[src/rtl/serializer_pkg.sv]
// Shared types and limits for the PISO bit serializer.
// Holds the serializer state encoding and the legal WIDTH range.
package serializer_pkg;

    localparam int SER_WIDTH_MIN = 2;
    localparam int SER_WIDTH_MAX = 32;

    typedef enum logic [1:0] {
        IDLE   = 2'd0,
        SHIFT  = 2'd1,
        PARITY = 2'd2
    } ser_state_t;

endpackage

[src/rtl/even_parity_calc.sv]
// Even-parity generator for the serializer's optional parity bit.
// Only built when SER_PARITY_EN is defined; the default build has no parity
// path, so this module does not exist there.
`ifdef SER_PARITY_EN
module even_parity_calc #(
    parameter int WIDTH = 8
) (
    input  logic [WIDTH-1:0] data,
    output logic             parity
);

    // Parity bit that makes the total count of ones even.
    always_comb begin
        parity = ^data;
    end

endmodule
`endif

[src/rtl/piso_bit_serializer.sv]
// Parallel-in/serial-out stage feeding a single-bit sequence detector input.
// Words are taken over valid/ready and shifted out MSB-first, one bit per
// clock, with no idle bit between consecutive words.
// Optional macro SER_PARITY_EN appends one even-parity bit after the LSB.
//
// state  | meaning
// -------+--------------------------------------------------------------
// IDLE   | no word loaded, outputs quiet, ready for a word
// SHIFT  | emitting data bits, MSB of shift register on out_bit
// PARITY | emitting the captured parity bit (SER_PARITY_EN only)
module piso_bit_serializer
    import serializer_pkg::*;
#(
    parameter int WIDTH = 8
) (
    input  logic             clk,
    input  logic             rst,
    input  logic [WIDTH-1:0] in_data,
    input  logic             in_valid,
    output logic             in_ready,
    output logic             out_bit,
    output logic             out_valid,
    output logic             out_last
);

    localparam int              CNT_W   = $clog2(WIDTH);
    localparam logic [CNT_W-1:0] CNT_TOP = CNT_W'(WIDTH - 1);
    localparam logic [CNT_W-1:0] CNT_ONE = CNT_W'(1);

    // Catch an out-of-range WIDTH at elaboration rather than in silicon.
    if (WIDTH < SER_WIDTH_MIN || WIDTH > SER_WIDTH_MAX) begin : g_width_check
        $error("piso_bit_serializer: WIDTH out of range");
    end

    ser_state_t       state, state_nxt;
    logic [WIDTH-1:0] sreg, sreg_nxt;
    logic [CNT_W-1:0] cnt, cnt_nxt;
    logic             accept;

`ifdef SER_PARITY_EN
    logic par, par_nxt, word_par;

    even_parity_calc #(
        .WIDTH (WIDTH)
    ) u_even_parity_calc (
        .data   (in_data),
        .parity (word_par)
    );
`endif

    // Registered state, bit counter, shift register (and parity bit).
    always_ff @(posedge clk or posedge rst) begin
        if (rst) begin
            state <= IDLE;
            sreg  <= '0;
            cnt   <= '0;
`ifdef SER_PARITY_EN
            par   <= 1'b0;
`endif
        end else begin
            state <= state_nxt;
            sreg  <= sreg_nxt;
            cnt   <= cnt_nxt;
`ifdef SER_PARITY_EN
            par   <= par_nxt;
`endif
        end
    end

    // Ready depends on registered state only, never on in_valid, and is held
    // low during reset so nothing can be accepted while the block is cleared.
    always_comb begin
        in_ready = 1'b0;
        if (!rst) begin
            case (state)
                IDLE:    in_ready = 1'b1;
`ifdef SER_PARITY_EN
                PARITY:  in_ready = 1'b1;
`else
                SHIFT:   in_ready = (cnt == '0);
`endif
                default: in_ready = 1'b0;
            endcase
        end
        accept = in_valid && in_ready;
    end

    // Next-state: load on accept, shift while bits remain, and chain straight
    // into the next word at end of word so the stream has no bubble.
    always_comb begin
        state_nxt = state;
        sreg_nxt  = sreg;
        cnt_nxt   = cnt;
`ifdef SER_PARITY_EN
        par_nxt   = par;
`endif
        case (state)
            IDLE: begin
                if (accept) begin
                    state_nxt = SHIFT;
                    sreg_nxt  = in_data;
                    cnt_nxt   = CNT_TOP;
`ifdef SER_PARITY_EN
                    par_nxt   = word_par;
`endif
                end
            end
            SHIFT: begin
                if (cnt != '0) begin
                    sreg_nxt = {sreg[WIDTH-2:0], 1'b0};
                    cnt_nxt  = cnt - CNT_ONE;
                end else begin
`ifdef SER_PARITY_EN
                    state_nxt = PARITY;
                    sreg_nxt  = '0;
`else
                    if (accept) begin
                        state_nxt = SHIFT;
                        sreg_nxt  = in_data;
                        cnt_nxt   = CNT_TOP;
                    end else begin
                        state_nxt = IDLE;
                        sreg_nxt  = '0;
                    end
`endif
                end
            end
`ifdef SER_PARITY_EN
            PARITY: begin
                if (accept) begin
                    state_nxt = SHIFT;
                    sreg_nxt  = in_data;
                    cnt_nxt   = CNT_TOP;
                    par_nxt   = word_par;
                end else begin
                    state_nxt = IDLE;
                    sreg_nxt  = '0;
                    cnt_nxt   = '0;
                end
            end
`endif
            default: begin
                state_nxt = IDLE;
                sreg_nxt  = '0;
                cnt_nxt   = '0;
            end
        endcase
    end

    // Serial outputs decoded from registered state only, so the detector sees
    // no combinational glitches from the upstream handshake.
    always_comb begin
        out_bit   = 1'b0;
        out_valid = 1'b0;
        out_last  = 1'b0;
        case (state)
            SHIFT: begin
                out_bit   = sreg[WIDTH-1];
                out_valid = 1'b1;
`ifndef SER_PARITY_EN
                out_last  = (cnt == '0);
`endif
            end
`ifdef SER_PARITY_EN
            PARITY: begin
                out_bit   = par;
                out_valid = 1'b1;
                out_last  = 1'b1;
            end
`endif
            default: begin
                out_bit   = 1'b0;
                out_valid = 1'b0;
                out_last  = 1'b0;
            end
        endcase
    end

endmodule

[config.mk]
export PLATFORM = sky130hd
export DESIGN_NAME = piso_bit_serializer
export DESIGN_NICKNAME = d
export VERILOG_FILES = /design/src/rtl/serializer_pkg.sv /design/src/rtl/even_parity_calc.sv /design/src/rtl/piso_bit_serializer.sv
export SDC_FILE = /design/constraint.sdc
export NUM_CORES = 1
export LEC_CHECK = 0
export ABC_AREA = 1
export CAP_MARGIN = 10
export CORE_MARGIN = 5
export CORE_UTILIZATION = 40
export CTS_CLUSTER_DIAMETER = 150
export DETAILED_ROUTE_END_ITERATION = 16
export DONT_BUFFER_PORTS = 1
export GPL_TIMING_DRIVEN = 0
export SLEW_MARGIN = 20
export SYNTH_ARGS = -nofsm -noshare
export SYNTH_HDL_FRONTEND = slang
export SYNTH_SLANG_ARGS = --single-unit
[constraint.sdc]
create_clock -name clk -period 1.4 [get_ports clk]
set_clock_uncertainty 0.2 [all_clocks]
set_input_delay 0.14 -clock clk [delete_from_list [all_inputs] [get_ports clk]]
set_output_delay 0.14 -clock clk [all_outputs]
set_load 0.01 [all_outputs]
==> results of run 1 <==
==> registers in the layout, summed over array words and instances (netlist names) <==
register  count
state         1
sreg          8
cnt           3
==> synthesized netlist by cell type (all sizes together) <==
cell and n:
a21oi 7, buf 4, clkinv 1, dfrtp 12, ha 2, inv 16
nand2 19, nand3 11, nand4 7, nor2 9, o21ai 3
==> metrics by stage <==
step / area [um2] / total power, mW / hold slack, ns / TNS [ns]
floorplan: 737.0 / 1.397 / -0.2253 / 0
global placement: 768.2 / 1.527 / -0.1804 / -1.437
detailed placement: 768.2 / 1.555 / -0.1763 / -1.943
CTS: 984.7 / 2.033 / 0.009737 / -0.2776
global route: 1031 / 2.290 / 0.1789 / -1.150
finish: 1031 / 2.103 / 0.1298 / -0.3233
==> cell type report <==
cell class              instances  area share (%)
plain buffers                   4           4.369
well taps                      25           3.034
inverters                      17           6.675
repair buffers                 19           16.99
flip-flops and latches         12           29.13
clock buffers                   4           3.519
multi-input cells              58           36.29
==> worst register-to-register path, cell delays in order (launching register included) <==
cell and delay (ns):
sky130_fd_sc_hd__dfrtp_1 0.40, sky130_fd_sc_hd__inv_2 0.09, sky130_fd_sc_hd__ha_4 0.14, sky130_fd_sc_hd__nand2_4 0.06
sky130_fd_sc_hd__nand2_4 0.08, sky130_fd_sc_hd__buf_6 0.14, sky130_fd_sc_hd__nand4_1 0.11, sky130_fd_sc_hd__a21oi_2 0.15
==> power by group through the flow <==
stage / logic [mW] / clock network [mW] / registers, mW
final: 1.21 / 0.289 / 0.605
after global routing: 1.36 / 0.308 / 0.626
after CTS: 1.14 / 0.286 / 0.606
after detailed placement: 0.948 / 0 / 0.607
after global placement: 0.928 / 0 / 0.599
after floorplan: 0.812 / 0 / 0.585
==> logic make-up after synthesis <==
logic type               count (synthesis)
AND/OR/NAND/NOR                         46
adder cells (fa/ha/maj)                  2
flip-flops                              12
AO/OA/AOI/OAI                           10
buffers and inverters                   21
==> worst max path at each step <==
| stage | slack (ns) | from | end | depth (start not counted) |
|---|---|---|---|---|
| 2_1_floorplan | 0.007 | cnt[0] | sreg[0] | 8 |
| 3_3_place_gp | -0.14 | cnt[0] | sreg[5] | 7 |
| 3_5_place_dp | -0.17 | cnt[0] | sreg[3] | 7 |
| 4_1_cts | -0.14 | cnt[0] | in_ready | 6 |
| 5_1_grt | -0.19 | cnt[0] | in_ready | 6 |
| 6_report | -0.14 | cnt[0] | in_ready | 6 |
==> metal layers <==
| layer | wire length [um] | global-route usage [%] | vias up |
|---|---|---|---|
| met5 | 0 | 0 | - |
| met4 | 38 | 8.085 | 0 |
| met3 | 67 | 3.099 | 5 |
| met2 | 896 | 24.17 | 14 |
| met1 | 739 | 16.61 | 324 |
| li1 | - | - | 336 |
==> timing repair <==
action,CTS,global route
setup buffers,4,1
pin swaps,4,3
endpoints found under the hold margin,20,2
setup endpoints to repair,14,13
hold buffers,12,1
gates cloned,0,1
resized for setup,9,6
==> Flow_metrics.wiki, run 1 <==
{| class="wikitable"
! Metric !! Value
|-
| Critical path required time || about 1.1 ns
|-
| Maximum buffer depth of the clock tree || 2
|-
| Startpoint type of the worst setup path || flop
|-
| Maximum Capacitance Violations || 0
|-
| Synth Area in Compound Gates || between 10% and 20%
|-
| Final-stage net count || 128
|-
| Worst endpoint data arrival time || between 1 and 1.5 ns
|-
| Worst r2r src || cnt[0]
|-
| Via density per instance || 4.885
|-
| Share of the synthesized area in the top cell type || 40.89%
|-
| CP top delay family || flip-flops
|-
| Sink Count || 12
|-
| Count of nets left with antenna violations after detail routing || 0
|-
| Most common cell on crit path || sky130_fd_sc_hd__nand2_4
|-
| Average detailed-routed wire length per instance || 12.53 um
|-
| Count of final max-slew check failures || 0
|-
| Global-route wire length before repair || 2870 um
|-
| CP Buf/Inv Count || 2
|-
| Count of yosys warnings during synthesis || 0
|-
| Sequential standard cell area || 300.3 um2
|-
| Worst max-slew margin expressed relative to the limit || 61.30%
|-
| Result of the run || complete, but fails checks
|-
| Min Tclk post-route || 1.537 ns
|-
| Overall die area || 2793 um2
|-
| H-tree Lvls || 1
|-
| Post-Syn Nets || 104
|-
| Portion of netlist area occupied by mux cells || 0%
|-
| Crit Path Max Fanout || 3
|-
| Initial antenna violation count || 0
|-
| Die Span X || 52.85 um
|-
| Portion of total power attributed to sequential cells || between 20 and 30%
|-
| CP max stage cell || sky130_fd_sc_hd__dfrtp_1
|-
| Share of the cycle needed by the critical path after routing || 109.8%
|-
| Max incr delay on CP || 0.40 ns
|-
| Initial core utilization || 42.08%
|-
| End-of-flow core utilization || roughly 59%
|-
| Internal Power || 1.207 mW
|-
| Routed Wire Length || 1742 um
|-
| Library cell used as clock root buffer || sky130_fd_sc_hd__clkbuf_4
|-
| Ant. Diodes || 0
|-
| Cell type contributing the most total cell area after synthesis || sky130_fd_sc_hd__dfrtp_1
|-
| Number of placed instances, taps included || between 100 and 150
|-
| Netlist Area Pre-Place || 734.5 um2
|-
| Share of total power in the clock network || about 14%
|-
| Largest cells by area after synthesis || sky130_fd_sc_hd__dfrtp_1, sky130_fd_sc_hd__a21oi_2, sky130_fd_sc_hd__nand2_1
|-
| Largest net degree at the start of global routing || 13
|-
| Top library cells by usage in the layout, fill and taps aside || sky130_fd_sc_hd__nand2_1, sky130_fd_sc_hd__dlygate4sd3_1, sky130_fd_sc_hd__dfrtp_1
|-
| Main combinational cell family by area after synthesis || simple AND/OR/NAND/NOR gates
|-
| Switching Power || 0.8961 mW
|-
| Post-Place Setup Slack || -0.1728 ns
|-
| Number of remaining DRC errors || 0
|-
| Clock-pin slew on the worst setup and hold paths || 0.08 ns
|-
| Setup slack on the worst flop-to-flop path || -0.04 ns
|-
| Synthesis-to-finish area growth || 40.38%
|-
| Vias in the first global route || 698
|-
| Unrepaired setup endpoints after global routing || true
|-
| Die boundary height || 52.85 um
|-
| Distinct cell type count of the synthesized netlist || 14
|-
| Number of ports placed on the die boundary || 15
|-
| Floorplan row count || 15
|-
| FF-to-FF End || sreg[3]
|-
| Overall track demand over capacity in global routing || 14.34%
|-
| Proportion of power drawn by combinational gates || 57.5%
|-
| Routability congestion estimate from global placement || 0.7493
|-
| Clock latency reported for the late side of the worst-skew pair || 0.28 ns
|-
| Pwr/cell area || between 2000 and 2500 nW/um2
|-
| Worst-Margin Slew || 0.5786 ns
|-
| Critical path cell sequence || inv_2, ha_4, nand2_4, nand2_4, inv_4, nor2_4
|-
| Clock tree from TritonCTS || yes
|-
| Count of fill cells added during filler insertion || 162
|-
| Ratio of cells with drive above 1 in the final layout || 34.21%
|-
| Worst min-delay path category || in -> async
|-
| Xor and xnor area share after synthesis || 0%
|-
| Total congestion overflow after global routing || 0
|-
| Count of vias placed by the detailed router || 679
|-
| Final hold violation count || 0
|-
| Post-synthesis cell count || between 90 and 100
|-
| Endpoints failing setup || 12
|-
| R2R depth || 7
|-
| Static leakage || roughly 0.51 nW
|-
| Flip-flop and latch count after synthesis || 12
|-
| First-pass detailed-route iteration total || 4
|-
| IO buf count || 0
|-
| Slack of the critical path || -0.1374 ns
|-
| Worst VDD drop || 1054 uV
|-
| Fmax || 650.5 MHz
|-
| Final standard cell count with taps included and fillers excluded || 139
|-
| Violations in the final reports || negative setup slack
|-
| Drt initial violations || 9
|-
| Half-perimeter wire length after placement || 1006 um
|-
| Most frequent standard cell in the layout excluding fill and tap cells || sky130_fd_sc_hd__nand2_1
|-
| Post-synthesis share of cell area spent on full adders, half adders and majority gates || 3.407%
|-
| CTS buffer count || 3
|-
| Element type at the critical path end || output port
|-
| Average cell area after synthesis || 8.071 um2
|-
| Critical Setup Path Class || reg -> out
|-
| Fraction of power spent switching nets || 42.62%
|-
| Sequential share of the synthesized area || 40.89%
|-
| Multi-input gate area || 374.1 um2
|-
| Area share of and/or/nand/nor cells after synthesis || 28.79%
|-
| Placeable core area || 1745 um2
|}
No activity file was read; power rests on OpenSTA's default activity.
==> run 2: changes to the inputs <==
CORE_MARGIN = not set   (was 5)
RECOVER_POWER = 25   (was not set)
==> run 2 against run 1 <==
  * The flow still finishes with violations (negative setup slack)
  * Final cell count down 1.4%
  * Clock-buffer cell count unchanged
  * Total power up 6.7%
  * Global-route usage up 4.6 points
  * Via count down 1.6%
  * Non-clock buffer count down 2
  * Combinational power up 12%
  * Wire length down 2.6%
  * Worst setup slack better by 0.0076 ns
  * Critical path type unchanged
  * Largest power group unchanged
==> Flow_metrics.wiki, run 2 (same netlist as run 1, synthesis figures left out) <==
{| class="wikitable"
! Metric !! Value
|-
| Result of the run || complete, but fails checks
|-
| Violations in the final reports || negative setup slack
|-
| First element of the critical path || state[0]
|-
| Total congestion overflow after global routing || 0 (unchanged)
|-
| Top Metal Used || met4
|-
| Placeable core area || 1727 um2 (-1.1%)
|-
| Overall die area || 2012 um2 (-28%)
|-
| Clock tree from TritonCTS || yes
|-
| Critical path cell sequence || buf_6, clkinv_2, nor2_1
|-
| Met3 wire length || 74 um (+10%)
|-
| Total power || 2.244 mW (+6.7%)
|-
| Synthesis-to-finish area growth || 41.23%
|-
| Number of placed instances, taps included || 116 (unchanged)
|-
| Startpoint type of the worst setup path || flop
|-
| Count of fill cells added during filler insertion || 159 (-1.9%)
|-
| Ratio of cells with drive above 1 in the final layout || 37.50% (+3.3 points)
|-
| Endpoints failing setup || 12 (unchanged)
|-
| Library cell used as clock root buffer || sky130_fd_sc_hd__clkbuf_4
|-
| End-of-flow core utilization || 60.07% (+1.0 points)
|-
| Share of the cycle needed by the critical path after routing || 109.3% (-0.54 points)
|-
| Slack of the critical path || -0.1298 ns (+0.007607 ns)
|-
| Clock latency reported for the late side of the worst-skew pair || 0.28 ns (about the same)
|-
| Critical Setup Path Class || reg -> out
|-
| Top library cells by usage in the layout, fill and taps aside || sky130_fd_sc_hd__nand2_1, sky130_fd_sc_hd__dfrtp_1, sky130_fd_sc_hd__dlygate4sd3_1
|-
| Count of vias placed by the detailed router || 668 (-1.6%)
|-
| Clock-pin slew on the worst setup and hold paths || 0.08 ns (about the same)
|-
| Final hold violation count || 0 (unchanged)
|-
| Global-route wire length before repair || 2739 um (-4.6%)
|-
| Die boundary height || 44.85 um (-15%)
|-
| CP max stage cell || sky130_fd_sc_hd__dfrtp_1
|-
| Total met2 wirelength after detailed routing || 833 um (-7.0%)
|-
| IO buf count || 0 (unchanged)
|-
| Number of ports placed on the die boundary || 15 (unchanged)
|-
| Worst endpoint data arrival time || 1.19 ns (about the same)
|-
| M1 WL || 775 um (+4.9%)
|-
| Maximum buffer depth of the clock tree || 2 (unchanged)
|-
| Pwr/cell area || 2163 nW/um2 (+6.1%)
|-
| Drt initial violations || 6 (-3)
|-
| Worst min-delay path category || in -> reg
|-
| Register ranked first by flip-flop count || sreg
|-
| Overall track demand over capacity in global routing || 18.97% (+4.6 points)
|-
| Element type at the critical path end || output port
|-
| Crit Path Max Fanout || 9 (+6)
|-
| Die Span X || 44.85 um (-15%)
|-
| Largest register FFs || 8 (unchanged)
|-
| Worst r2r src || cnt[0]
|-
| Worst-Margin Slew || 0.4252 ns (-0.1533 ns)
|-
| Static leakage || 0.5083 nW (+0.39%)
|-
| Initial core utilization || 42.54% (+0.46 points)
|-
| Final-stage net count || 126 (-1.6%)
|-
| Sink Count || 12 (unchanged)
|-
| Routed Wire Length || 1696 um (-2.6%)
|-
| CTS buffer count || 3 (unchanged)
|-
| Count of final max-slew check failures || 0 (unchanged)
|-
| Number of remaining DRC errors || 0 (unchanged)
|-
| Worst max-slew margin expressed relative to the limit || 71.56% (+10 points)
|-
| Max incr delay on CP || 0.42 ns (+0.02 ns)
|-
| Largest regs || sreg (8), cnt (3), state (1)
|-
| Setup TNS after final layout || -1.188 ns (-0.8644 ns)
|-
| Final standard cell count with taps included and fillers excluded || 137 (-1.4%)
|-
| Most frequent standard cell in the layout excluding fill and tap cells || sky130_fd_sc_hd__nand2_1
|-
| Vias in the first global route || 616 (-12%)
|-
| Min Tclk post-route || 1.530 ns (-0.007607 ns)
|-
| Unrepaired setup endpoints after global routing || true
|-
| Worst VDD drop || 1238 uV (+17%)
|-
| First-pass detailed-route iteration total || 4 (unchanged)
|-
| Largest net degree at the start of global routing || 21 (+8)
|-
| Routability congestion estimate from global placement || 0.7323 (-2.3%)
|-
| Half-perimeter wire length after placement || 960.3 um (-4.6%)
|-
| Maximum Capacitance Violations || 0 (unchanged)
|-
| H-tree Lvls || 1 (unchanged)
|-
| Startpoint of the worst hold path || in_valid
|-
| Initial antenna violation count || 0 (unchanged)
|-
| Critical path required time || 1.06 ns (about the same)
|-
| Fmax || 653.7 MHz (+0.50%)
|-
| Ant. Diodes || 0 (unchanged)
|-
| Tightest hold margin || 0.1388 ns (+0.009069 ns)
|-
| Via density per instance || 4.876 (-0.18%)
|-
| Count of nets left with antenna violations after detail routing || 0 (unchanged)
|-
| Average detailed-routed wire length per instance || 12.38 um (-1.2%)
|-
| Floorplan row count || 15 (unchanged)
|}
-- run 2: worst max-delay path: cells and delay by family, from the launching register on --
family | cells | cell delay (ns)
buf+inv | 2 | 0.28
simple gates | 1 | 0.21
flops | 1 | 0.42
-- run 2: metal layers --
layer	vias to the layer above	track usage, %
met5	-	0
li1	335	-
met1	310	25.51
met4	0	5.455
met3	2	4.800
met2	21	30.29
-- run 2: path summary, 6_finish.rpt --
check / endpoint / slack [ns] / depth (start not counted)
worst max-delay path: out_last / -0.13 / 3
max in group asynchronous: cnt[0] / 0.62 / 2
worst min register to register: sreg[1] / 0.32 / 2
min in group asynchronous: cnt[1] / 0.18 / 2
worst min-delay path: sreg[1] / 0.14 / 6
worst max register to register: sreg[5] / -0.13 / 8
-- run 2: per-stage QoR --
stage                     cell area (um2)  setup WS, ns
after floorplan                     737.0      0.006654
after global placement              768.2       -0.1462
after detailed placement            768.2       -0.1886
after CTS                           985.9       -0.1506
after global routing                 1037       -0.1912
final                                1037       -0.1298
-- run 2: where the power goes --
group	switching (mW)	internal [mW]
Clock	0.129	0.158
Sequential	0.0989	0.511
Combinational	0.718	0.630
Total	0.946	1.30
-- run 2: final cells by class --
cell class / count / area, um2 / area share (%)
multi-input cells: 58 / 376.6 / 36.31
flip-flops and latches: 12 / 300.3 / 28.95
repair buffers: 17 / 173.9 / 16.77
inverters: 17 / 70.07 / 6.755
plain buffers: 4 / 48.80 / 4.704
clock buffers: 4 / 36.28 / 3.498
well taps: 25 / 31.28 / 3.016
-- run 2: timing repair --
| item | CTS | global route |
|---|---|---|
| resized for setup | 13 | 6 |
| pin swaps | 5 | 5 |
| hold buffers | 10 | 0 |
| endpoints found under the setup margin | 14 | 15 |
| hold endpoints to repair | 21 | 0 |
| setup buffers | 4 | 2 |
| cloned | 0 | 1 |
